==> config.mk <==
export PLATFORM = sky130hd
export DESIGN_NAME = guess_scorer
export DESIGN_NICKNAME = d
export VERILOG_FILES = /design/src/rtl/guess_scorer.sv
export SDC_FILE = /design/constraint.sdc
export NUM_CORES = 1
export LEC_CHECK = 0
export BUFFER_PORTS_ARGS = -buffer_cell sky130_fd_sc_hd__buf_2
export CORE_AREA = 2 2 151 153
export CTS_CLUSTER_SIZE = 28
export DETAILED_ROUTE_END_ITERATION = 16
export DIE_AREA = 0 0 153 155
export REMOVE_ABC_BUFFERS = 1
export SYNTH_ARGS = -nofsm -noshare
export SYNTH_HDL_FRONTEND = slang
export SYNTH_SLANG_ARGS = --single-unit
export TNS_END_PERCENT = 100
==> constraint.sdc <==
create_clock -name clk -period 4.18 [get_ports clk]
set_input_delay 0.209 -clock clk [delete_from_list [all_inputs] [get_ports clk]]
set_output_delay 0.209 -clock clk [all_outputs]
set_load 0.005 [all_outputs]
==> src/rtl/guess_scorer.sv <==
// guess_scorer: scores a 4-digit, 8-colour code-breaking guess against a loaded secret.
// Ports:
//   clk         - system clock, rising edge
//   reset       - asynchronous active-low reset
//   key_n       - raw active-low submit button, asynchronous to clk
//   secret_load - strobe that loads secret (accepted in IDLE or GAMEOVER)
//   secret      - secret code, digit p in bits [3p+2:3p]
//   guess_sw    - guess code, same packing as secret
//   guess_pulse - one-cycle pulse per scored guess
//   exact       - digits matching in value and position
//   partial     - digits matching in value only
//   busy        - high while a guess is being scored
//   win, lose   - sticky game-result flags
module guess_scorer #(
    parameter int MAX_GUESSES = 10,
    parameter int POS         = 4
) (
    input  logic             clk,
    input  logic             reset,
    input  logic             key_n,
    input  logic             secret_load,
    input  logic [3*POS-1:0] secret,
    input  logic [3*POS-1:0] guess_sw,
    output logic             guess_pulse,
    output logic [2:0]       exact,
    output logic [2:0]       partial,
    output logic             busy,
    output logic             win,
    output logic             lose
);
    typedef enum logic [2:0] {IDLE, SCORE, TALLY, REPORT, GAMEOVER} state_t;

    state_t           state_q, state_d;
    logic             key_s1_q, key_s2_q, key_prev_q;
    logic             submit;
    logic [3*POS-1:0] secret_q, secret_d, guess_q, guess_d;
    logic             valid_q, valid_d;
    logic [2:0]       cnt_q, cnt_d;
    logic [2:0]       ex_acc_q, ex_acc_d, total_q, total_d;
    logic [7:0][2:0]  hg_q, hg_d, hs_q, hs_d;
    logic [2:0]       exact_q, exact_d, partial_q, partial_d;
    logic             win_q, win_d, lose_q, lose_d;
    logic [3:0]       gcount_q, gcount_d;
    logic [2:0]       dg, ds, hmin;

    // Synchronizer flops reset to 0, so a button held at release cannot fake an edge.
    assign submit = key_prev_q & ~key_s2_q;
    // cnt_q is the position index in SCORE and the colour index in TALLY.
    assign dg     = guess_q[3*cnt_q[1:0] +: 3];
    assign ds     = secret_q[3*cnt_q[1:0] +: 3];
    assign hmin   = (hg_q[cnt_q] < hs_q[cnt_q]) ? hg_q[cnt_q] : hs_q[cnt_q];

    assign guess_pulse = (state_q == REPORT);
    assign busy        = (state_q == SCORE) || (state_q == TALLY) || (state_q == REPORT);
    assign exact       = exact_q;
    assign partial     = partial_q;
    assign win         = win_q;
    assign lose        = lose_q;

    always_comb begin
        state_d   = state_q;
        secret_d  = secret_q;
        guess_d   = guess_q;
        valid_d   = valid_q;
        cnt_d     = cnt_q;
        ex_acc_d  = ex_acc_q;
        total_d   = total_q;
        hg_d      = hg_q;
        hs_d      = hs_q;
        exact_d   = exact_q;
        partial_d = partial_q;
        win_d     = win_q;
        lose_d    = lose_q;
        gcount_d  = gcount_q;
        case (state_q)
            IDLE, GAMEOVER: begin
                // A load outranks a same-cycle submit.
                if (secret_load) begin
                    secret_d  = secret;
                    valid_d   = 1'b1;
                    exact_d   = '0;
                    partial_d = '0;
                    win_d     = 1'b0;
                    lose_d    = 1'b0;
                    gcount_d  = '0;
                    state_d   = IDLE;
                end else if (state_q == IDLE && submit && valid_q) begin
                    guess_d  = guess_sw;
                    cnt_d    = '0;
                    ex_acc_d = '0;
                    total_d  = '0;
                    hg_d     = '0;
                    hs_d     = '0;
                    state_d  = SCORE;
                end
            end
            SCORE: begin
                ex_acc_d = (dg == ds) ? ex_acc_q + 3'd1 : ex_acc_q;
                hg_d[dg] = hg_q[dg] + 3'd1;
                hs_d[ds] = hs_q[ds] + 3'd1;
                cnt_d    = (cnt_q == 3'(POS - 1)) ? 3'd0 : cnt_q + 3'd1;
                state_d  = (cnt_q == 3'(POS - 1)) ? TALLY : SCORE;
            end
            TALLY: begin
                total_d = total_q + hmin;
                cnt_d   = cnt_q + 3'd1;
                state_d = (cnt_q == 3'd7) ? REPORT : TALLY;
            end
            REPORT: begin
                exact_d   = ex_acc_q;
                partial_d = total_q - ex_acc_q;
                gcount_d  = gcount_q + 4'd1;
                if (ex_acc_q == 3'd4) begin
                    win_d   = 1'b1;
                    state_d = GAMEOVER;
                end else if (gcount_d == 4'(MAX_GUESSES)) begin
                    lose_d  = 1'b1;
                    state_d = GAMEOVER;
                end else begin
                    state_d = IDLE;
                end
            end
            default: state_d = IDLE;
        endcase
    end

    always_ff @(posedge clk or negedge reset) begin
        if (!reset) begin
            state_q    <= IDLE;
            key_s1_q   <= 1'b0;
            key_s2_q   <= 1'b0;
            key_prev_q <= 1'b0;
            secret_q   <= '0;
            guess_q    <= '0;
            valid_q    <= 1'b0;
            cnt_q      <= '0;
            ex_acc_q   <= '0;
            total_q    <= '0;
            hg_q       <= '0;
            hs_q       <= '0;
            exact_q    <= '0;
            partial_q  <= '0;
            win_q      <= 1'b0;
            lose_q     <= 1'b0;
            gcount_q   <= '0;
        end else begin
            state_q    <= state_d;
            key_s1_q   <= key_n;
            key_s2_q   <= key_s1_q;
            key_prev_q <= key_s2_q;
            secret_q   <= secret_d;
            guess_q    <= guess_d;
            valid_q    <= valid_d;
            cnt_q      <= cnt_d;
            ex_acc_q   <= ex_acc_d;
            total_q    <= total_d;
            hg_q       <= hg_d;
            hs_q       <= hs_d;
            exact_q    <= exact_d;
            partial_q  <= partial_d;
            win_q      <= win_d;
            lose_q     <= lose_d;
            gcount_q   <= gcount_d;
        end
    end
endmodule

After elaboration in Yosys (flattened, before gate mapping)
Cells that the tools add are included.
{"block": "totals", "register_bits": 100, "latch_bits": 0, "ramBits": 0, "rom_bits": 0, "out_inout_bits": 10, "memories": 0}
{"block": "op_classes", "n_addsub": 7, "mul": 1, "div_mod_pow": 0, "order_cmp": 6, "n_eq_ne": 17, "n_shift": 2, "mux": 44, "bitwise_logic": 3, "reduce_logical": 21}
{"operator": "24-bit case mux with 2 select lines", "n": 2}
{"operator": "24-bit bitwise mux", "n": 2}
{"operator": "24-bit 2-to-1 mux", "n": 2}
{"operator": "3-bit 2-to-1 mux", "n": 16}
{"operator": "3-bit binary-select mux with 3-bit select", "n": 4}
{"operator": "3-bit case mux with 2 select lines", "n": 4}
{"operator": "12-bit by 5-bit indexed part select with 3-bit output", "n": 2}
{"operator": "3-bit demux with 3-bit select", "n": 2}
{"operator": "3-bit AND reduction", "n": 5}
{"operator": "3-bit by 1-bit adder with 3-bit output (second input constant)", "n": 4}
{"operator": "3-bit by 4-bit less-than comparator with 1-bit output (second input constant)", "n": 3}
{"operator": "3-bit case mux with 4 select lines", "n": 1}
{"operator": "3-bit by 2-bit == test with 1-bit output (second input constant)", "n": 3}
{"operator": "3-bit == test (second input constant)", "n": 3}
{"operator": "3-bit case mux with 3 select lines", "n": 1}
{"operator": "2-bit inequality test (second input constant)", "n": 4}
{"operator": "4-bit case mux with 2 select lines", "n": 1}
{"operator": "4-bit AND reduction", "n": 2}
{"operator": "3-bit by 1-bit greater-or-equal comparator with 1-bit output (second input constant)", "n": 2}
{"operator": "2-bit by 1-bit inequality test with 1-bit output (second input constant)", "n": 3}
{"operator": "2-bit nonzero test", "n": 3}
{"operator": "1-bit 2-to-1 mux", "n": 5}
{"operator": "4-bit by 1-bit adder with 4-bit output (second input constant)", "n": 1}
{"operator": "4-bit == test (second input constant)", "n": 1}
{"operator": "18 further kinds", "n": 25}

Depth between registers and ports, before layout
{"block": "logic_depth", "word_depth": 8, "depth_mapped": 16}

Least setup slack after synthesis
No wires, ideal clock.
{"block": "synth_path", "kind": "register to register", "startpoint": "register cnt_q[0]", "endpoint": "register total_q[2]", "setup_time_ps": 124, "arrival_ps": 3136, "setup_slack_ps": 919, "stages_incl_launch_ff": 17, "path_buffers": 2, "period_less_slack_ps": 3261, "cell_sequence": "dfrtp_1 > buf_6 > buf_6 > mux4_2 > nand2_1 > and2_1 > inv_1 > ha_1 > a21boi_0 > o21ai_0 > nand2b_1 > mux2i_1 > ha_1 > fa_1 > xnor2_1 > nand2_1 > mux2i_1"}
{"block": "synth_between", "elab_chain_cells": 6, "word_cells_on_any_way": 8, "classes_between": "add/sub (1); order compare (1); mux (6)"}
{"item": "from (decl)", "line": "38", "rtl": "logic [2:0] cnt_q, cnt_d;"}
{"item": "from (signal assigned)", "line": "154", "rtl": "cnt_q <= cnt_d;"}
{"item": "3-bit binary-select mux with 3-bit select", "line": "51", "rtl": "assign hmin = (hg_q[cnt_q] < hs_q[cnt_q]) ? hg_q[cnt_q] : hs_q[cnt_q];"}
{"item": "3-bit 2-to-1 mux (implied by the code)", "line": "51"}
{"item": "3-bit less-than comparator", "line": "51"}
{"item": "3-bit 2-to-1 mux *", "line": "51"}
{"item": "3-bit adder *", "line": "105", "rtl": "total_d = total_q + hmin;"}
{"item": "3-bit case mux with 2 select lines *", "line": "75", "rtl": "case (state_q)"}
{"item": "to (signal assigned)", "line": "156", "rtl": "total_q <= total_d;"}
{"item": "to (decl)", "line": "39", "rtl": "logic [2:0] ex_acc_q, ex_acc_d, total_q, total_d;"}
Every way passes the cells marked *; elsewhere a longest branch is shown, timed or not. The select of a mux whose other input is x is not followed.
A chain may end at the register's enable or synchronous reset.

Worst setup path after layout
{"block": "layout_path", "startpoint": "register cnt_q[1]", "endpoint": "register hg_q[2] in the netlist's numbering"}
{"block": "layout_between", "elab_chain_cells": 8, "word_cells_on_any_way": 12, "classes_between": "add/sub (1); mul (1); order compare (2); shift (1); mux (6); reduce/logical (1)"}
{"item": "2-bit by 2-bit multiplier with 4-bit output *", "line": "49", "rtl": "assign dg = guess_q[3*cnt_q[1:0] +: 3];"}
{"item": "12-bit by 5-bit indexed part select with 3-bit output *", "line": "49"}
{"item": "parallel branches: the longest is 4 deep, another holds 3-bit by 1-bit adder with 3-bit output"}
{"item": "24-bit bitwise mux *", "line": "99", "rtl": "hg_d[dg] = hg_q[dg] + 3'd1;"}
{"item": "24-bit case mux with 2 select lines *", "line": "75"}
{"item": "to (signal assigned)", "line": "157", "rtl": "hg_q <= hg_d;"}
{"item": "to (decl)", "line": "40", "rtl": "logic [7:0][2:0] hg_q, hg_d, hs_q, hs_d;"}
Every way passes the cells marked *. The select of a mux whose other input is x is not followed.

==> metrics.csv <==
stage,metric,value,unit
sta,Final Max Slew Viols,0,
floorplan,Die X,153,um
routing,vias per cell,4.795,
final_layout,n_diodes,0,
yosys,Synth Cell Area,5406,um^2
run,Max-Cap Viols,0,
cts,clock sinks,100,
cts,root buffer cell,clkbuf_16,
worst_setup_path,"critical path fanouts, max",18,
sta,Slew headroom,0.3136,
worst_setup_path,Worst Setup End Kind,register,
worst_setup_path,crit-path cells,buf_4 > mux4_2 > nor2b_4 > a32o_1 > a21oi_1 > and3_1 > ha_1 > xor2_1 > o21ai_0,
routing,WL final,12040,um
worst_setup_path,arrival time worst endpoint,3.70,ns
worst_setup_path,slowest CP cell,dfrtp_1,
floorplan,I/O pin cnt,38,
sta,measured slew at the worst slew-check pin,1.027,ns
routing,initial drt markers,239,
placed_design,Post-DP HPWL,8576,um
worst_hold_path,worst hold path type,input pin to register,
yosys,Post-synth EDFFs,0,
worst_setup_path,Required @ worst endpoint,4.39,ns
grt,global-route usage over all layers,0.1043,
power_and_ir_drop,total power,5.597,mW
cts,H-tree levels,3,
routing,ANT nets after route,0,
routing,DRC viols,0,
final_layout,layout cell share with drive strength beyond 1,0.1888,
grt,pin count of the biggest net entering global routing,66,
cts,clock-pin slew on the worst setup and hold paths,0.07,ns
yosys,Avg Synthesized Cell Area,10.38,um^2
power_and_ir_drop,Pleak,2.739,nW
cts,CTS max path bufs,2,
placed_design,I/O Buffers,37,
status,status,completed,
sta,Layout Skew,0.01232,ns
grt,vias in the first global route,3969,
cts,cts bufs inserted,9,
floorplan,Rows,55,
yosys,synthesized flop and latch total,100,
yosys,Synth Warn #,0,
sta,setup tns final,0,ns
worst_setup_path,CP Class,register to register,
sta,Final min period,3.493,ns
floorplan,Initial Util,0.2432,
cts,worst skew pair latency,0.35,ns
placed_design,GPL Wtd Cong,0.8299,
grt,antenna violations before repair,0,
sta,# setup viols final,0,
floorplan,total die area,23720,um^2
yosys,synth unique cells,55,
placed_design,Post-Place Cells,823,
routing,Avg WL per Cell,14.32,um
sta,period utilisation layout,0.8357,
final_layout,Layout area overhead,15.58,%
final_layout,final non-filler cell total,841,
routing,Vias,4033,
power_and_ir_drop,pwr dens,895.8,nW/um^2
sta,Hold Fails Final Rpt,0,
sta,RSZ-0062 raised after global routing,false,
power_and_ir_drop,Max VDD drop,0.3005,mV
yosys,Post-Syn Instances,521,
worst_setup_path,CP max stage delay,0.76,ns
yosys,"Top FF cell, synth",dfrtp_1,
yosys,register area share after synthesis,0.4629,
final_layout,nets,595,
final_layout,fillers,2328,
routing,Initial DRT Pass Iterations,5,
floorplan,total core area,22230,um^2
grt,first-pass GRT wire length,20190,um
worst_setup_path,startpoint types,register,
sta,Max Clock Freq,286.3,MHz
yosys,ys async rst share,1.000,
cts,CTS tree,done,
floorplan,chip height,155,um
grt,grt ovf,0,
-- worst max-delay path: cells and delay by family (launching register included) --
kind / cells / cell delay [ns]
DFF: 1 / 0.76
and+or+nand+nor: 2 / 0.58
AOI/OAI and AO/OA: 3 / 0.52
muxes: 1 / 0.51
adders and majority gates: 1 / 0.40
xor gates and xnor gates: 1 / 0.29
buffers and inverters: 1 / 0.28
-- power by group --
group / total (mW) / internal [mW] / switching [mW]
Combinational: 2.95 / 1.21 / 1.74
Sequential: 1.62 / 1.32 / 0.305
Clock: 1.03 / 0.650 / 0.377
Total: 5.60 / 3.18 / 2.42
-- cells in the final DEF (no fill, tap or decap), drive strengths merged, types with 2 or more instances in the layout --
master / instances
o31ai: 2
nand3: 54
and2: 5
fa: 2
inv: 18
mux2i: 18
a31oi: 2
ha: 14
mux2: 19
o311a: 2
nor2: 24
nand2b: 5
nand2: 79
nor3: 5
xor2: 4
xnor2: 6
a22o: 4
o211ai: 4
o21ai: 57
or3: 2
a21oi: 10
buf: 42
a21boi: 2
o22ai: 2
nand4: 4
clkbuf: 9
nor2b: 8
a21o: 2
dlygate4sd3: 2
a221oi: 4
bufinv: 4
mux4: 21
nor3b: 6
nand3b: 2
dfrtp: 100
-- path summary, 6_finish.rpt --
check,startpoint,to,slack [ns],cells after the start
setup reg to reg,cnt_q[1]$_DFFE_PN0P_,hg_q[2]$_DFFE_PN0P_,0.69,9
max in group asynchronous,reset,hs_q[16]$_DFFE_PN0P_,2.68,3
hold / removal,guess_sw[6],guess_q[6]$_DFFE_PN0P_,0.05,3
min in group asynchronous,reset,win$_DFFE_PN0P_,0.48,2
setup / recovery,cnt_q[1]$_DFFE_PN0P_,hg_q[2]$_DFFE_PN0P_,0.69,9
hold reg to reg,key_s1_q$_DFF_PN0_,key_s2_q$_DFF_PN0_,0.36,0
-- sequential cells by signal (all words and copies together) (netlist names) --
name / cells
cnt_q: 3
secret_q: 12
lose: 1
key_prev_q: 1
key_s1_q: 1
guess_q: 12
state_q: 3
win: 1
hs_q: 24
total_q: 3
gcount_q: 4
exact: 3
hg_q: 24
partial: 3
valid_q: 1
ex_acc_q: 3
key_s2_q: 1
-- metal layers --
layer  up-vias  global-route usage  wire, um
met5         -                   0         0
met4         0             0.04894       307
met3        23             0.01448       493
met2       108              0.1704      5720
met1      1975              0.1375      5521
li1       1927                   -         -
-- final cells by class --
type	instances	area, um^2	share of cell area
Timing Repair Buffer	44	245.2	0.03925
Clock inverter	7	145.1	0.02323
Inverter	17	63.81	0.01021
Tap cell	285	356.6	0.05707
Multi-Input combinational cell	379	2710	0.4337
Sequential cell	100	2502	0.4005
Clock buffer	9	225.2	0.03604
-- cells in the mapped netlist, drive strengths merged, types with 2 or more instances --
master  instances  area [um^2]
dfrtp         100         2502
nand2          79        296.5
o21ai          57        285.3
nand3          54        270.3
nor2           24        90.09
mux4           21        473.0
mux2           19        214.0
mux2i          18        180.2
buf            16        96.34
inv            16        60.05
ha             14        175.2
a21oi          10        50.05
clkbuf          9        33.78
nor2b           8        60.06
nor3b           6        45.04
xnor2           6        67.56
and2            5        33.79
nand2b          5        31.28
nor3            5        25.02
a221oi          4        35.03
a22o            4        35.03
nand4           4        25.02
o211ai          4        30.03
xor2            4        35.03
a21boi          2        15.01
a21o            2        15.01
a31oi           2        12.51
fa              2        40.04
nand3b          2        15.01
o22ai           2        12.51
o311a           2        20.02
o31ai           2        15.01
or3             2        12.51
-- timing repair --
action	CTS	global route
endpoints found under the setup margin	0	0
hold buffers	2	0
gates resized for setup	0	0
buffers inserted	0	0
endpoints found under the hold margin	59	0
-- logic make-up after synthesis --
family	share of synthesized area
AOI/OAI and AO/OA	0.1069
xor gates and xnor gates	0.01898
adders and majority gates	0.03981
buffers and inverters	0.03587
DFF	0.4629
muxes	0.1604
and+or+nand+nor	0.1752
-- through the flow --
| step | hold WS [ns] | setup slack (ns) | util | instance area (um^2) |
|---|---|---|---|---|
| finish | 0.05413 | 0.6869 | 0.2811 | 6248 |
| global route | 0.05863 | 0.3958 | 0.2811 | 6248 |
| CTS | 0.04846 | 0.6900 | 0.2811 | 6248 |
| detailed placement | 0.3342 | 0.7008 | 0.2636 | 5858 |
| global placement | 0.3325 | 0.7970 | 0.2636 | 5858 |
| floorplan | -0.08659 | 0.5783 | - | 5276 |
Power figures use the tool's default switching activity.
